## config.mk

```make
export PLATFORM = sky130hd
export DESIGN_NAME = controlador_estados_flat
export DESIGN_NICKNAME = d
export VERILOG_FILES = /design/src/rtl/controlador_estados_pkg.sv /design/src/rtl/controlador_estados_if.sv /design/src/rtl/controlador_estados_detector_borda.sv /design/src/rtl/controlador_estados.sv /design/src/flat_wrapper.sv
export SDC_FILE = /design/constraint.sdc
export NUM_CORES = 1
export LEC_CHECK = 0
export CAP_MARGIN = 25
export CORE_UTILIZATION = 48
export CTS_CLUSTER_SIZE = 10
export DETAILED_ROUTE_END_ITERATION = 8
export PLACE_DENSITY_LB_ADDON = 0.1
export SYNTH_ARGS = -nofsm -noshare
export SYNTH_HDL_FRONTEND = slang
export SYNTH_SLANG_ARGS = --single-unit
```

## constraint.sdc

```tcl
create_clock -name clk -period 2.7 [get_ports clk]
set_input_delay 0.54 -clock clk [delete_from_list [all_inputs] [get_ports clk]]
set_output_delay 0.54 -clock clk [all_outputs]
set_load 0.01 [all_outputs]
```

## src/rtl/controlador_estados_pkg.sv

```systemverilog
// controlador_estados_pkg: state codes shared by the pet sequencer and its neighbours
package controlador_estados_pkg;
  typedef enum logic [3:0] {
    IDLE       = 4'b0000,
    DORMINDO   = 4'b0001,
    COMENDO    = 4'b0010,
    DANDO_AULA = 4'b0100,
    MORTO      = 4'b1000
  } estado_t;
endpackage

```

## src/rtl/controlador_estados_if.sv

```systemverilog
// controlador_estados_if: buttons, attribute feedback and state outputs of the sequencer
interface controlador_estados_if;
  logic btn_dormir, btn_comer, btn_aula, btn_cancelar;
  logic [7:0] fome, sono, felicidade;
  logic morreu;
  logic [3:0] estado;
  logic rejeitado;
  modport master (output btn_dormir, btn_comer, btn_aula, btn_cancelar, fome, sono, felicidade, morreu,
                  input estado, rejeitado);
  modport slave (input btn_dormir, btn_comer, btn_aula, btn_cancelar, fome, sono, felicidade, morreu,
                 output estado, rejeitado);
endinterface

```

## src/rtl/controlador_estados_detector_borda.sv

```systemverilog
// detector_borda: rising-edge pulse; previous sample clears to 0 so a level held through reset counts
module detector_borda (
  input  logic clk,
  input  logic rst,
  input  logic in,
  output logic pulso
);
  logic prev;
  always_ff @(posedge clk or posedge rst)
    if (rst) prev <= 1'b0;
    else prev <= in;
  assign pulso = in & ~prev;
endmodule

```

## src/rtl/controlador_estados.sv

```systemverilog
// controlador_estados: arbitrates activity button edges against attribute levels and death
module controlador_estados
  import controlador_estados_pkg::*;
#(
  parameter logic [7:0]  MAX_ATTR    = 8'd100,
  parameter logic [15:0] TIMEOUT_CYC = 16'd1000
) (
  input logic clk,
  input logic rst,
  controlador_estados_if.slave bus
);
  logic e_dormir, e_comer, e_aula, e_cancelar, any_req;
  logic [7:0] attr;
  estado_t st_q, st_d;
  logic [15:0] cnt_q, cnt_d;
  logic rej_q, rej_d;
  detector_borda u_dormir   (.clk(clk), .rst(rst), .in(bus.btn_dormir),   .pulso(e_dormir));
  detector_borda u_comer    (.clk(clk), .rst(rst), .in(bus.btn_comer),    .pulso(e_comer));
  detector_borda u_aula     (.clk(clk), .rst(rst), .in(bus.btn_aula),     .pulso(e_aula));
  detector_borda u_cancelar (.clk(clk), .rst(rst), .in(bus.btn_cancelar), .pulso(e_cancelar));
  always_comb begin
    attr = st_q == DORMINDO ? bus.sono : st_q == COMENDO ? bus.fome : bus.felicidade;
    any_req = e_dormir | e_comer | e_aula;
    st_d = st_q;
    cnt_d = '0;
    rej_d = 1'b0;
    if (bus.morreu || st_q == MORTO) st_d = MORTO;
    else if (st_q == IDLE) begin
      // a full winner falls through to the next requester in priority order
      st_d = (e_comer && bus.fome < MAX_ATTR)        ? COMENDO :
             (e_dormir && bus.sono < MAX_ATTR)       ? DORMINDO :
             (e_aula && bus.felicidade < MAX_ATTR)   ? DANDO_AULA : IDLE;
      rej_d = any_req && st_d == IDLE;
    end else begin
      rej_d = any_req;
      st_d = (attr >= MAX_ATTR || e_cancelar || cnt_q == TIMEOUT_CYC - 16'd1) ? IDLE : st_q;
      cnt_d = st_d == IDLE ? '0 : cnt_q + 16'd1;
    end
  end
  always_ff @(posedge clk or posedge rst)
    if (rst) begin
      st_q <= IDLE;
      cnt_q <= '0;
      rej_q <= 1'b0;
    end else begin
      st_q <= st_d;
      cnt_q <= cnt_d;
      rej_q <= rej_d;
    end
  assign bus.estado = st_q;
  assign bus.rejeitado = rej_q;
endmodule

```

## src/flat_wrapper.sv

```systemverilog
// flat-port wrapper written by rule: the top's interface ports become plain ports
module controlador_estados_flat import controlador_estados_pkg::*;
#(
  parameter logic [7:0]  MAX_ATTR    = 8'd100,
  parameter logic [15:0] TIMEOUT_CYC = 16'd1000
)
  (clk, rst, bus_btn_dormir, bus_btn_comer, bus_btn_aula, bus_btn_cancelar, bus_fome, bus_sono, bus_felicidade, bus_morreu, bus_estado, bus_rejeitado);
  controlador_estados_if bus_i ();
  input logic clk;
  input logic rst;
  input wire logic [$bits(bus_i.btn_dormir)-1:0] bus_btn_dormir;
  input wire logic [$bits(bus_i.btn_comer)-1:0] bus_btn_comer;
  input wire logic [$bits(bus_i.btn_aula)-1:0] bus_btn_aula;
  input wire logic [$bits(bus_i.btn_cancelar)-1:0] bus_btn_cancelar;
  input wire logic [$bits(bus_i.fome)-1:0] bus_fome;
  input wire logic [$bits(bus_i.sono)-1:0] bus_sono;
  input wire logic [$bits(bus_i.felicidade)-1:0] bus_felicidade;
  input wire logic [$bits(bus_i.morreu)-1:0] bus_morreu;
  output wire logic [$bits(bus_i.estado)-1:0] bus_estado;
  output wire logic [$bits(bus_i.rejeitado)-1:0] bus_rejeitado;
  assign bus_i.btn_dormir = bus_btn_dormir;
  assign bus_i.btn_comer = bus_btn_comer;
  assign bus_i.btn_aula = bus_btn_aula;
  assign bus_i.btn_cancelar = bus_btn_cancelar;
  assign bus_i.fome = bus_fome;
  assign bus_i.sono = bus_sono;
  assign bus_i.felicidade = bus_felicidade;
  assign bus_i.morreu = bus_morreu;
  assign bus_estado = bus_i.estado;
  assign bus_rejeitado = bus_i.rejeitado;
  controlador_estados #(.MAX_ATTR(MAX_ATTR), .TIMEOUT_CYC(TIMEOUT_CYC)) u_core (.clk(clk), .rst(rst), .bus(bus_i));
endmodule
```

==> results of run 1 <==
[sequential cells by signal (all words and copies together) (netlist names)]
| signal | flops |
|---|---|
| u_core.bus.estado | 4 |
| u_core.cnt_q | 16 |
| u_core.u_comer.prev | 1 |
| u_core.u_cancelar.prev | 1 |
| u_core.bus.rejeitado | 1 |
| u_core.u_aula.prev | 1 |
| u_core.u_dormir.prev | 1 |
[layout make-up]
type                    instances  share of cell area [%]
clock buffers                   4                    1.56
repair buffers                 31                    18.1
inverters                       6                    1.33
flip-flops and latches         25                    37.0
well taps                      30                    2.22
multi-input cells              94                    39.8
[worst min-delay path, delay by kind of cell]
kind / cells / cell delay, ns
buffers and inverters: 3 / 0.74
[routing by layer]
metal | vias up | wire, um | track usage (%)
met5 | - | 0 | 0
met4 | 0 | 55 | 10.4
met3 | 6 | 46 | 4.37
met2 | 12 | 1290 | 35.3
met1 | 513 | 1370 | 29.4
li1 | 539 | - | -
[per-stage QoR]
| stage | hold slack, ns | total power, W | instance area [um^2] |
|---|---|---|---|
| final | 0.561 | 0.000611 | 1690 |
| after global placement | 0.547 | 0.000451 | 1660 |
| after global routing | 0.591 | 0.000639 | 1690 |
| after CTS | 0.562 | 0.000615 | 1690 |
| after floorplan | 0.501 | 0.000409 | 1350 |
| after detailed placement | 0.551 | 0.000453 | 1660 |
[placed cells by master (no fill, tap or decap), types with 2 or more instances in the layout]
| cell | synthesis | final |
|---|---|---|
| o32ai_1 | 2 | 2 |
| or4_1 | 3 | 3 |
| nor3_2 | 10 | 10 |
| o21ai_0 | 3 | 3 |
| clkdlybuf4s50_1 | 0 | 29 |
| nor2_1 | 5 | 5 |
| inv_1 | 6 | 6 |
| xnor2_1 | 11 | 11 |
| nand2b_1 | 7 | 7 |
| nand2_1 | 3 | 3 |
| nor4_1 | 3 | 3 |
| dfrtp_1 | 25 | 25 |
| o311a_1 | 2 | 2 |
| nand3_1 | 9 | 9 |
| xor2_1 | 3 | 3 |
| buf_4 | 0 | 2 |
| clkbuf_4 | 0 | 3 |
| nor3_1 | 13 | 13 |
| nand4_1 | 3 | 3 |
| and3_1 | 2 | 2 |
[final timing paths]
path / endpoint / cells after the start
min reg2reg: u_core.cnt_q[15] / 2
min: u_core.cnt_q[1] / 3
min in group clk: u_core.cnt_q[15] / 2
max in group asynchronous: u_core.bus.estado[1] / 3
max reg2reg: u_core.cnt_q[5] / 5
max: u_core.cnt_q[15] / 5
[cells by family (layout without fill, tap and decap cells)]
kind of cell,Yosys count,after routing,synth area share (%)
and+or+nand+nor,65,65,31.6
DFF,25,25,46.3
AOI/OAI and AO/OA,14,14,8.15
buffers and inverters,8,41,3.98
adders and majority gates,1,1,0.926
xor gates and xnor gates,14,14,9.07
[power groups by stage]
stage / logic [W] / registers [W] / clock network [W]
floorplan: 0.0000241 / 0.000385 / 0
global placement: 0.0000666 / 0.000385 / 0
detailed placement: 0.0000676 / 0.000385 / 0
CTS: 0.0000678 / 0.000378 / 0.000170
global route: 0.0000732 / 0.000378 / 0.000187
finish: 0.0000671 / 0.000378 / 0.000166
==> results.cfg, run 1 <==
[worst_setup_path]
path_class = input port to flop
cp_num_buf_inv = 1
critPathMaxStageDelay_ns = 0.40
arrival_ns = 2.31
crit_required_ns = 2.93
startpoint = bus_fome[4]
slowest_stage = clkdlybuf4s50_1
cp_cell_sequence = clkdlybuf4s50_1 -> o311a_2 -> o21ai_0 -> nand3_4 -> a211oi_1
worstPathMaxFanout = 16
reg2reg_from = u_core.cnt_q[0]
endpoint_kind = flop
critical_path.top_delay_family = compound AO/OA/AOI/OAI gates
rrSetupSlack_ns = 0.68
crit_path_start_kind = input port

[sta]
slew_headroom_pct = 68.7
period_minus_slack_ns = 2.08
clock_skew_ns = 0.00527
hold_violations = 0
max_freq_mhz = 481
finalSetupViolations = 0
worst_pin_slew_ns = 0.464
fin_crit_sh_pct = 76.9
slew_violations = 0
setup_slack_ns = 0.623
rsz0062_at_grt = false
fin_tns_setup_ns = 0

[cells_and_area]
multi_input_area_um2 = 672
antenna_cells = 0
final_nets = 193
fillers = 213
seq_area_um2 = 626
utilization_pct = 65.8
syn_to_final_growth_pct = 25.0
drive_gt1_share_pct = 11.3
instances_no_fill = 190

[logic_synthesis]
yosys.area.top_type = dfrtp_1
synth_area_um2 = 1350
syn_inst = 127
synth_commonest_cells = dfrtp_1 (25), nor3_1 (13), xnor2_1 (11)
synth.most_common_cell = dfrtp_1
yosysSeqAreaShare_pct = 46.3
yosysWarnings = 0
synth_area_leaders = dfrtp_1 (46%), nor3_2 (7.4%), xnor2_1 (7.1%)
ys_types = 34
synth_top_area_share_pct = 46.3
async_reset_ff_share_pct = 100
syn_nets = 159
synth-main-ff-cell = dfrtp_1
syn_area_per_cell_um2 = 10.6
synth_seq_cells = 25
synth_edf_count = 0

[global_route]
grt_pass1_wl_um = 4800
grt_max_degree = 26
grtUsageTotal_pct = 22.4
antenna_found_initial = 0
overflow = 0
grt_pass1_vias = 1062

[power]
clkPwrFrac_pct = 27.2
combPwrFrac_pct = 11.0
leakage_nw = 0.586
swShare_pct = 22.4
power.share.sequential_pct = 61.8
peakVddDrop_mv = 0.340
intPower_w = 0.000474
switchingPower_w = 0.000137
power_density_nw_per_um2 = 362

[floorplanning]
fp.dieW_um = 55.1
start_util_pct = 52.6
die_h_um = 55.1
dieArea_um2 = 3030
io_pins = 36
rows = 18
core-area_um2 = 2570

[drt]
wl_per_cell_um = 14.5
ant_nets = 0
num_vias = 1070
dr.pass1.iters = 4
wl_um = 2760
drt_iter0_markers = 6
via_per_inst = 5.63
drc = 0

[clocking]
postCtsSetupBuffers = 0
clock-sinks = 25
clk_pin_slew_ns = 0.13
cts_inserted_buffers = 3
root_buffer = clkbuf_4
cts_resized = 0
htree_levels = 1
cts_tree = built
hold_buffers = 0
insertion_delay_ns = 0.31
clock_path_buffers = 2

[placed_design]
placed_cells = 186
pre_cts_slack_ns = 0.280
gp_congestion = 0.829
port_buffers = 29
dpl.hpwl_um = 2070

[flow_run]
maxCapViolCount = 0

[status]
outcome = completed

[hold_path]
hp-class = input port to async pin
No activity file was read; power rests on OpenSTA's default activity.
==> run 2: changes to the inputs <==
Clock period 2.7 ns to 1.98 ns, I/O delays scaled along.
==> run 2 against run 1 <==
Compared with the run above:
- register-to-register slack worse by 0.62 ns
- first-iteration DRC count rose to 2.8 times the previous value
- worst hold slack worse by 0.16 ns
- setup slack worse by 0.56 ns
- power up 37%
- clock-buffer cell count down 1
- critical path depth down 1
- die area unchanged
- flip-flop and latch count unchanged
- wire length up 1.5%
- cell area up 5.0%
- via count up 3.9%
==> results.cfg, run 2 (same netlist as run 1, synthesis figures left out) <==
[status]
outcome = completed

[cells_and_area]
syn_to_final_growth_pct = 31.2
instances_no_fill = 201
fillers = 207
largest_reg_flops = 16
final_nets = 204
seq_area_um2 = 626
antenna_cells = 0
multi_input_area_um2 = 672
regMostFlops = u_core.cnt_q
drive_gt1_share_pct = 17.5
utilization_pct = 69.1
mostFrequentLayoutCell = clkdlybuf4s50_1
layout_common_cells = clkdlybuf4s50_1 (29), dfrtp_1 (25), nor3_1 (13), buf_4 (13), xnor2_1 (11)
fin_area_um2 = 1770

[global_route]
grt_max_degree = 26
grt_pass1_wl_um = 4800
antenna_found_initial = 0
grtUsageTotal_pct = 22.6
overflow = 0
grt_pass1_vias = 1114

[sta]
fin_crit_sh_pct = 96.8
hold_violations = 0
max_freq_mhz = 522
setup_slack_ns = 0.0640
rsz0062_at_grt = false
finalSetupViolations = 0
clock_skew_ns = 0.00727
slew_violations = 0
worst_pin_slew_ns = 0.332
slew_headroom_pct = 77.7
period_minus_slack_ns = 1.92

[worst_setup_path]
crit_path_start_kind = flop
worstPathMaxFanout = 16
path_class = flop to flop
critPathMaxStageDelay_ns = 0.56
cp_cell_sequence = or4b_1 -> or4_4 -> nand3_4 -> nor3_1
crit_required_ns = 2.19
rrSetupSlack_ns = 0.06
endpoint_kind = flop
slowest_stage = or4_4
arrival_ns = 2.12

[placed_design]
place_area_um2 = 1750
pre_cts_slack_ns = -0.0992
gp_congestion = 0.843
placed_cells = 197
dpl.hpwl_um = 2220
port_buffers = 29

[power]
leakage_nw = 0.643
peakVddDrop_mv = 0.452
power_density_nw_per_um2 = 472
finalPower_w = 0.000837

[clocking]
cts_inserted_buffers = 3
clk_pin_slew_ns = 0.14
htree_levels = 1
insertion_delay_ns = 0.32
clock-sinks = 25
clock_path_buffers = 2
root_buffer = clkbuf_4
postCtsSetupBuffers = 0
cts_tree = built

[flow_run]
maxCapViolCount = 0

[drt]
drc = 0
via_per_inst = 5.53
num_vias = 1112
dr.pass1.iters = 4
wl_per_cell_um = 14.0
ant_nets = 0
wl_um = 2810
drt_iter0_markers = 17

[floorplanning]
io_pins = 36
core-area_um2 = 2570
die_h_um = 55.1
dieArea_um2 = 3030
rows = 18
fp.dieW_um = 55.1
start_util_pct = 52.6

[hold_path]
hp-class = input port to async pin
run 2: cell count changes in the layout (fill, tap and decap cells not counted):
cell	change
clkinv_2	+1
clkbuf_1	-1
buf_4	+11
run 2: per-layer routing:
metal | track usage (%) | wire length (um) | vias up
met5 | 0 | 0 | -
met4 | 7.08 | 19 | 0
met3 | 3.55 | 63 | 2
met2 | 38.2 | 1390 | 12
met1 | 29.5 | 1340 | 538
li1 | - | - | 560
run 2: final timing paths:
kind,from,end,depth (start not counted)
max,u_core.cnt_q[14],u_core.cnt_q[2],4
min,rst,u_core.cnt_q[3],3
max reg2reg,u_core.cnt_q[14],u_core.cnt_q[2],4
min reg2reg,u_core.cnt_q[15],u_core.cnt_q[15],2
max in group asynchronous,rst,u_core.bus.estado[2],3
min in group clk,bus_btn_comer,u_core.u_comer.prev,1
run 2: final cells by class:
cell class                      instances  share of cell area [%]
Multi-Input combinational cell         94                    37.9
Sequential cell                        25                    35.3
Timing Repair Buffer                   42                    21.9
Tap cell                               30                    2.12
Clock buffer                            3                    1.27
Inverter                                6                    1.27
Clock inverter                          1                   0.282
run 2: per-stage QoR:
| step | setup TNS [ns] | hold slack [ns] |
|---|---|---|
| after global routing | 0 | 0.444 |
| after detailed placement | -0.701 | 0.561 |
| after global placement | -0.449 | 0.546 |
| after CTS | 0 | 0.402 |
| after floorplan | 0 | 0.423 |
| final | 0 | 0.398 |
run 2: what timing repair did:
item / 4_1_cts / 5_1_grt
hold endpoints to repair: 0 / 0
gates cloned: 0 / 0
pin swaps: 1 / 1
resized for setup: 0 / 0
endpoints found under the setup margin: 1 / 2
hold buffers: 0 / 0
run 2: critical path: cells and delay by family, from the launching register on:
| kind | cells | cell delay (ns) |
|---|---|---|
| flip-flops | 1 | 0.43 |
| AND/OR/NAND/NOR | 4 | 1.37 |
run 2: power by group:
group | switching, W | leakage, nW | internal [W]
Sequential | 0.000000605 | 0.335 | 0.000515
Clock | 0.000152 | 0.0177 | 0.0000757
Combinational | 0.0000376 | 0.290 | 0.0000565
Total | 0.000190 | 0.643 | 0.000647
==> edit 1: new RTL, config.mk and constraints of run 2 <==
`MAX_ATTR` is set to 8'd100 in 2 places; all go to 8'd75.
--- a/src/rtl/controlador_estados.sv
+++ b/src/rtl/controlador_estados.sv
@@ -3,5 +3,5 @@
   import controlador_estados_pkg::*;
 #(
-  parameter logic [7:0]  MAX_ATTR    = 8'd100,
+  parameter logic [7:0]  MAX_ATTR    = 8'd75,
   parameter logic [15:0] TIMEOUT_CYC = 16'd1000
 ) (
--- a/src/flat_wrapper.sv
+++ b/src/flat_wrapper.sv
@@ -2,5 +2,5 @@
 module controlador_estados_flat import controlador_estados_pkg::*;
 #(
-  parameter logic [7:0]  MAX_ATTR    = 8'd100,
+  parameter logic [7:0]  MAX_ATTR    = 8'd75,
   parameter logic [15:0] TIMEOUT_CYC = 16'd1000
 )
Formal check against the unedited RTL: not equivalent (Yosys sat finds a counterexample within 4 cycles, from zero or initial values and one cycle with rst high).
==> edit 1 against run 2 <==
- final area is 3.1% higher
- highest routed layer unchanged
- setup slack better by 0.059 ns
- clock power down 3%
- sequential share of layout area is 1.1 points lower
- final cell count up 8.0%
- sequential cell count unchanged
- core utilization is 2.2 points lower
- wire length increased by 9.9%
- non-clock buffer count unchanged
- area after synthesis is 1.6% higher
- total power up 1.5%
==> edit 1: results (changes against run 2) <==
Run status
  – Status: finished clean

Cells and area
  – Nets@finish: 219 (+7.4%)
  – Fill count: 223 (+7.7%)
  – Share of cells above drive strength 1: 7.53% (-10 points)

Global route
  – Tot GR Track Use: 22.4% (-0.26 points)
  – Vias in the first global route: 1,212 (+8.8%)
  – First-pass GRT wire length: 5.48 mm (+14%)

Power
  – P_leak: 0.000705 µW (+9.7%)
  – Worst VDD drop: 0.409 mV (-9.6%)
  – Switching power: 189 µW (-0.55%)
  – Power Density: 465 nW/µm² (-1.6%)

Yosys
  – Syn_nets: 175 (+10%)
  – Largest cells by area after synthesis: dfrtp_1 (46%), nor3_1 (5.8%), xnor2_1 (3.8%), xor2_1 (3.8%), o21ai_0 (2.9%)

Worst setup path
  – Worst r2r path cells: 5 (+1)
  – FF-to-FF End: u_core.cnt_q[14]
  – CP Data Arrival Time: 2.09 ns (-0.03 ns)
  – CP max stage cell: or3_1

Place
  – DP HPWL: 2.34 mm (+5.4%)
  – Gpl congestion: 0.861 (+2.2%)
  – Post-Place Worst Slack: 0.00518 ns (+0.104 ns)
  – Placed cell areas: 1800 µm² (+3.2%)
  – Placed cells: 213 (+8.1%)
  – PortBufs: 35 (+21%)

STA
  – Hold slack: 0.414 ns (+0.0162 ns)
  – Skew final: 0.00338 ns (-0.00389 ns)
  – Worst-Margin Slew: 0.404 ns (+0.0727 ns)

Routing
  – Total vias in the final route: 1,263 (+14%)
  – DR vias/cell: 5.82 (+5.2%)
-- edit 1: how the worst max path moves through the flow --
stage,cells past startpoint,start,to
floorplan,4,u_core.bus.estado[3],u_core.cnt_q[10]
global placement,6,bus_sono[5],u_core.cnt_q[14]
global route,5,u_core.cnt_q[0],u_core.cnt_q[14]
CTS,5,u_core.cnt_q[0],u_core.cnt_q[14]
detailed placement,6,bus_sono[5],u_core.cnt_q[11]
finish,5,u_core.cnt_q[0],u_core.cnt_q[14]
-- edit 1: metal layers --
layer,track usage [%],vias to the layer above,part of all wire (%)
li1,-,626,-
met1,32.3,596,50
met2,32.4,37,44
met3,6.56,4,5.5
met4,7.14,0,0.94
met5,0,-,0
-- edit 1: cell type report --
class	count	area, µm²	area share, %
repair buffers	42	403	22.0
inverters	10	37.5	2.05
well taps	31	38.8	2.12
flip-flops and latches	25	626	34.2
multi-input cells	105	697	38.1
clock buffers	4	26.3	1.44
-- edit 1: tightest hold or removal path: stages --
cell and delay (ns):
clkdlybuf4s50_1 0.40, inv_1 0.06, buf_4 0.29
-- edit 1: power groups by stage --
stage / Sequential, µW / Clock (µW) / Combinational [µW]
finish: 516 / 222 / 111
floorplan: 526 / 0 / 35.1
global placement: 526 / 0 / 108
CTS: 516 / 234 / 112
detailed placement: 526 / 0 / 111
global route: 516 / 253 / 120
-- edit 1: cell families (layout without fill, tap and decap cells) --
family,after synthesis,after routing,share of synthesized area (%)
flip-flops,25,25,45.6
AND/OR/NAND/NOR,65,65,28.5
adder cells (fa/ha/maj),1,1,0.911
buffers and inverters,13,56,3.65
AO/OA/AOI/OAI,27,27,13.7
XOR/XNOR,12,12,7.66
==> edit 2: new RTL, flow settings as in run 2 <==
Without the edit above. Make the reset (`rst`) synchronous in 2 clocked blocks.
--- a/src/rtl/controlador_estados_detector_borda.sv
+++ b/src/rtl/controlador_estados_detector_borda.sv
@@ -7,5 +7,5 @@
 );
   logic prev;
-  always_ff @(posedge clk or posedge rst)
+  always_ff @(posedge clk)
     if (rst) prev <= 1'b0;
     else prev <= in;
--- a/src/rtl/controlador_estados.sv
+++ b/src/rtl/controlador_estados.sv
@@ -38,5 +38,5 @@
     end
   end
-  always_ff @(posedge clk or posedge rst)
+  always_ff @(posedge clk)
     if (rst) begin
       st_q <= IDLE;
Behaviour: differs if rst is asserted again (counterexample within 4 cycles, from zero or initial values and one cycle with rst high); with rst held inactive, the same outputs for 10 cycles.
==> edit 2 against run 2 <==
- sequential cell count did not move
- fmax up 5.1%
- global-route usage is 0.86 points lower
- clock power down 5%
- final cell count rose by 3.0%
- final area down 7.4%
- setup slack better by 0.092 ns
- area after synthesis fell by 6.9%
- sequential share of layout area down 4.8 points
- total power is 3.0% higher
- wire length up 0.61%
- critical endpoint is now u_core.cnt_q[15]
- highest routed layer unchanged
==> edit 2: results (changes against run 2) <==
Cells and area
  – Share of cells above drive strength 1: 7.91% (-9.6 points)
  – Nets@finish: 210 (+2.9%)

Worst setup path
  – CP peak stage delay: 0.43 ns (-0.13 ns)
  – FF-to-FF End: u_core.cnt_q[12]
  – CP max stage cell: clkdlybuf4s50_1
  – CP Data Arrival Time: 2.04 ns (-0.08 ns)
  – Worst R2R Start: u_core.cnt_q[2]

Power
  – P_leak: 0.000510 µW (-21%)
  – Worst VDD drop: 0.454 mV (+0.34%)

Place
  – Post-Place Worst Slack: -0.108 ns (-0.00909 ns)
  – Gpl congestion: 0.869 (+3.2%)

Global route
  – Met2 usage: 42.9% (+4.8 points)
  – First-pass GRT wire length: 4.49 mm (-6.5%)
  – Largest net degree at the start of global routing: 17 (-35%)
  – Vias in the first global route: 1,139 (+2.2%)
  – Tot GR Track Use: 21.7% (-0.86 points)
  – GR Util met1: 23.3% (-6.2 points)

Routing
  – DR vias/cell: 5.79 (+4.6%)
  – DRT iter0 DRCs: 28 (+11)
  – Met2 wire len: 1.48 mm (+6.4%)
  – Routed len/inst: 13.6 µm (-2.3%)
  – Wire length on met1: 1.19 mm (-11%)

STA
  – Slew HR: 60.7% (-17 points)
  – Hold slack: 0.454 ns (+0.0562 ns)

Run status
  – Status: finished clean

Yosys
  – Async S/R FF share, synth: 0% (-100 points)
  – Top post-synthesis cells by count: dfxtp_1 (25), nor3_1 (16), nand4_1 (9), nand2_1 (8), nor2b_1 (7)
  – Cell variety after synth: 41 (+21%)

Worst hold path
  – Hold Path Class: flip-flop to flip-flop
==> edit 2: cells by family (layout without fill, tap and decap cells) <==
logic type | after synthesis | count (layout) | synth area share, %
AND/OR/NAND/NOR | 73 | 73 | 34.0
AO/OA/AOI/OAI | 26 | 26 | 15.1
flip-flops | 25 | 25 | 39.8
XOR/XNOR | 10 | 10 | 6.96
buffers and inverters | 8 | 42 | 3.18
adder cells (fa/ha/maj) | 1 | 1 | 0.994
==> edit 2: worst max path at each step <==
stage	from	end	slack [ns]	cells after the start
floorplan	u_core.cnt_q[0]	u_core.bus.estado[0]	0.31	6
detailed placement	bus_felicidade[4]	u_core.cnt_q[15]	-0.11	6
CTS	bus_felicidade[4]	u_core.cnt_q[15]	0.16	6
finish	bus_felicidade[4]	u_core.cnt_q[15]	0.16	6
global route	bus_fome[4]	u_core.cnt_q[15]	0.09	6
global placement	bus_fome[4]	u_core.cnt_q[15]	-0.06	6
==> edit 2: final cells by class <==
class	instances	area (µm²)	share of cell area (%)
clock buffers	4	26.3	1.60
inverters	3	11.3	0.686
multi-input cells	110	718	43.8
flip-flops and latches	25	500	30.5
well taps	30	37.5	2.29
repair buffers	35	348	21.2
==> edit 2: stage by stage <==
| step | area (µm²) | std cells | utilization [%] | setup TNS [ns] |
|---|---|---|---|---|
| after floorplan | 1260 | 143 | - | 0 |
| after global placement | 1620 | 203 | 65.2 | -0.576 |
| after detailed placement | 1620 | 203 | 65.2 | -1.18 |
| after CTS | 1640 | 207 | 66.3 | 0 |
| after global routing | 1640 | 207 | 66.3 | 0 |
| final | 1640 | 207 | 66.3 | 0 |
==> edit 2: power breakdown <==
| part | switching, µW | internal, µW |
|---|---|---|
| Sequential | 6.92 | 511 |
| Clock | 138 | 78.6 |
| Combinational | 49.7 | 77.3 |
| Total | 195 | 667 |
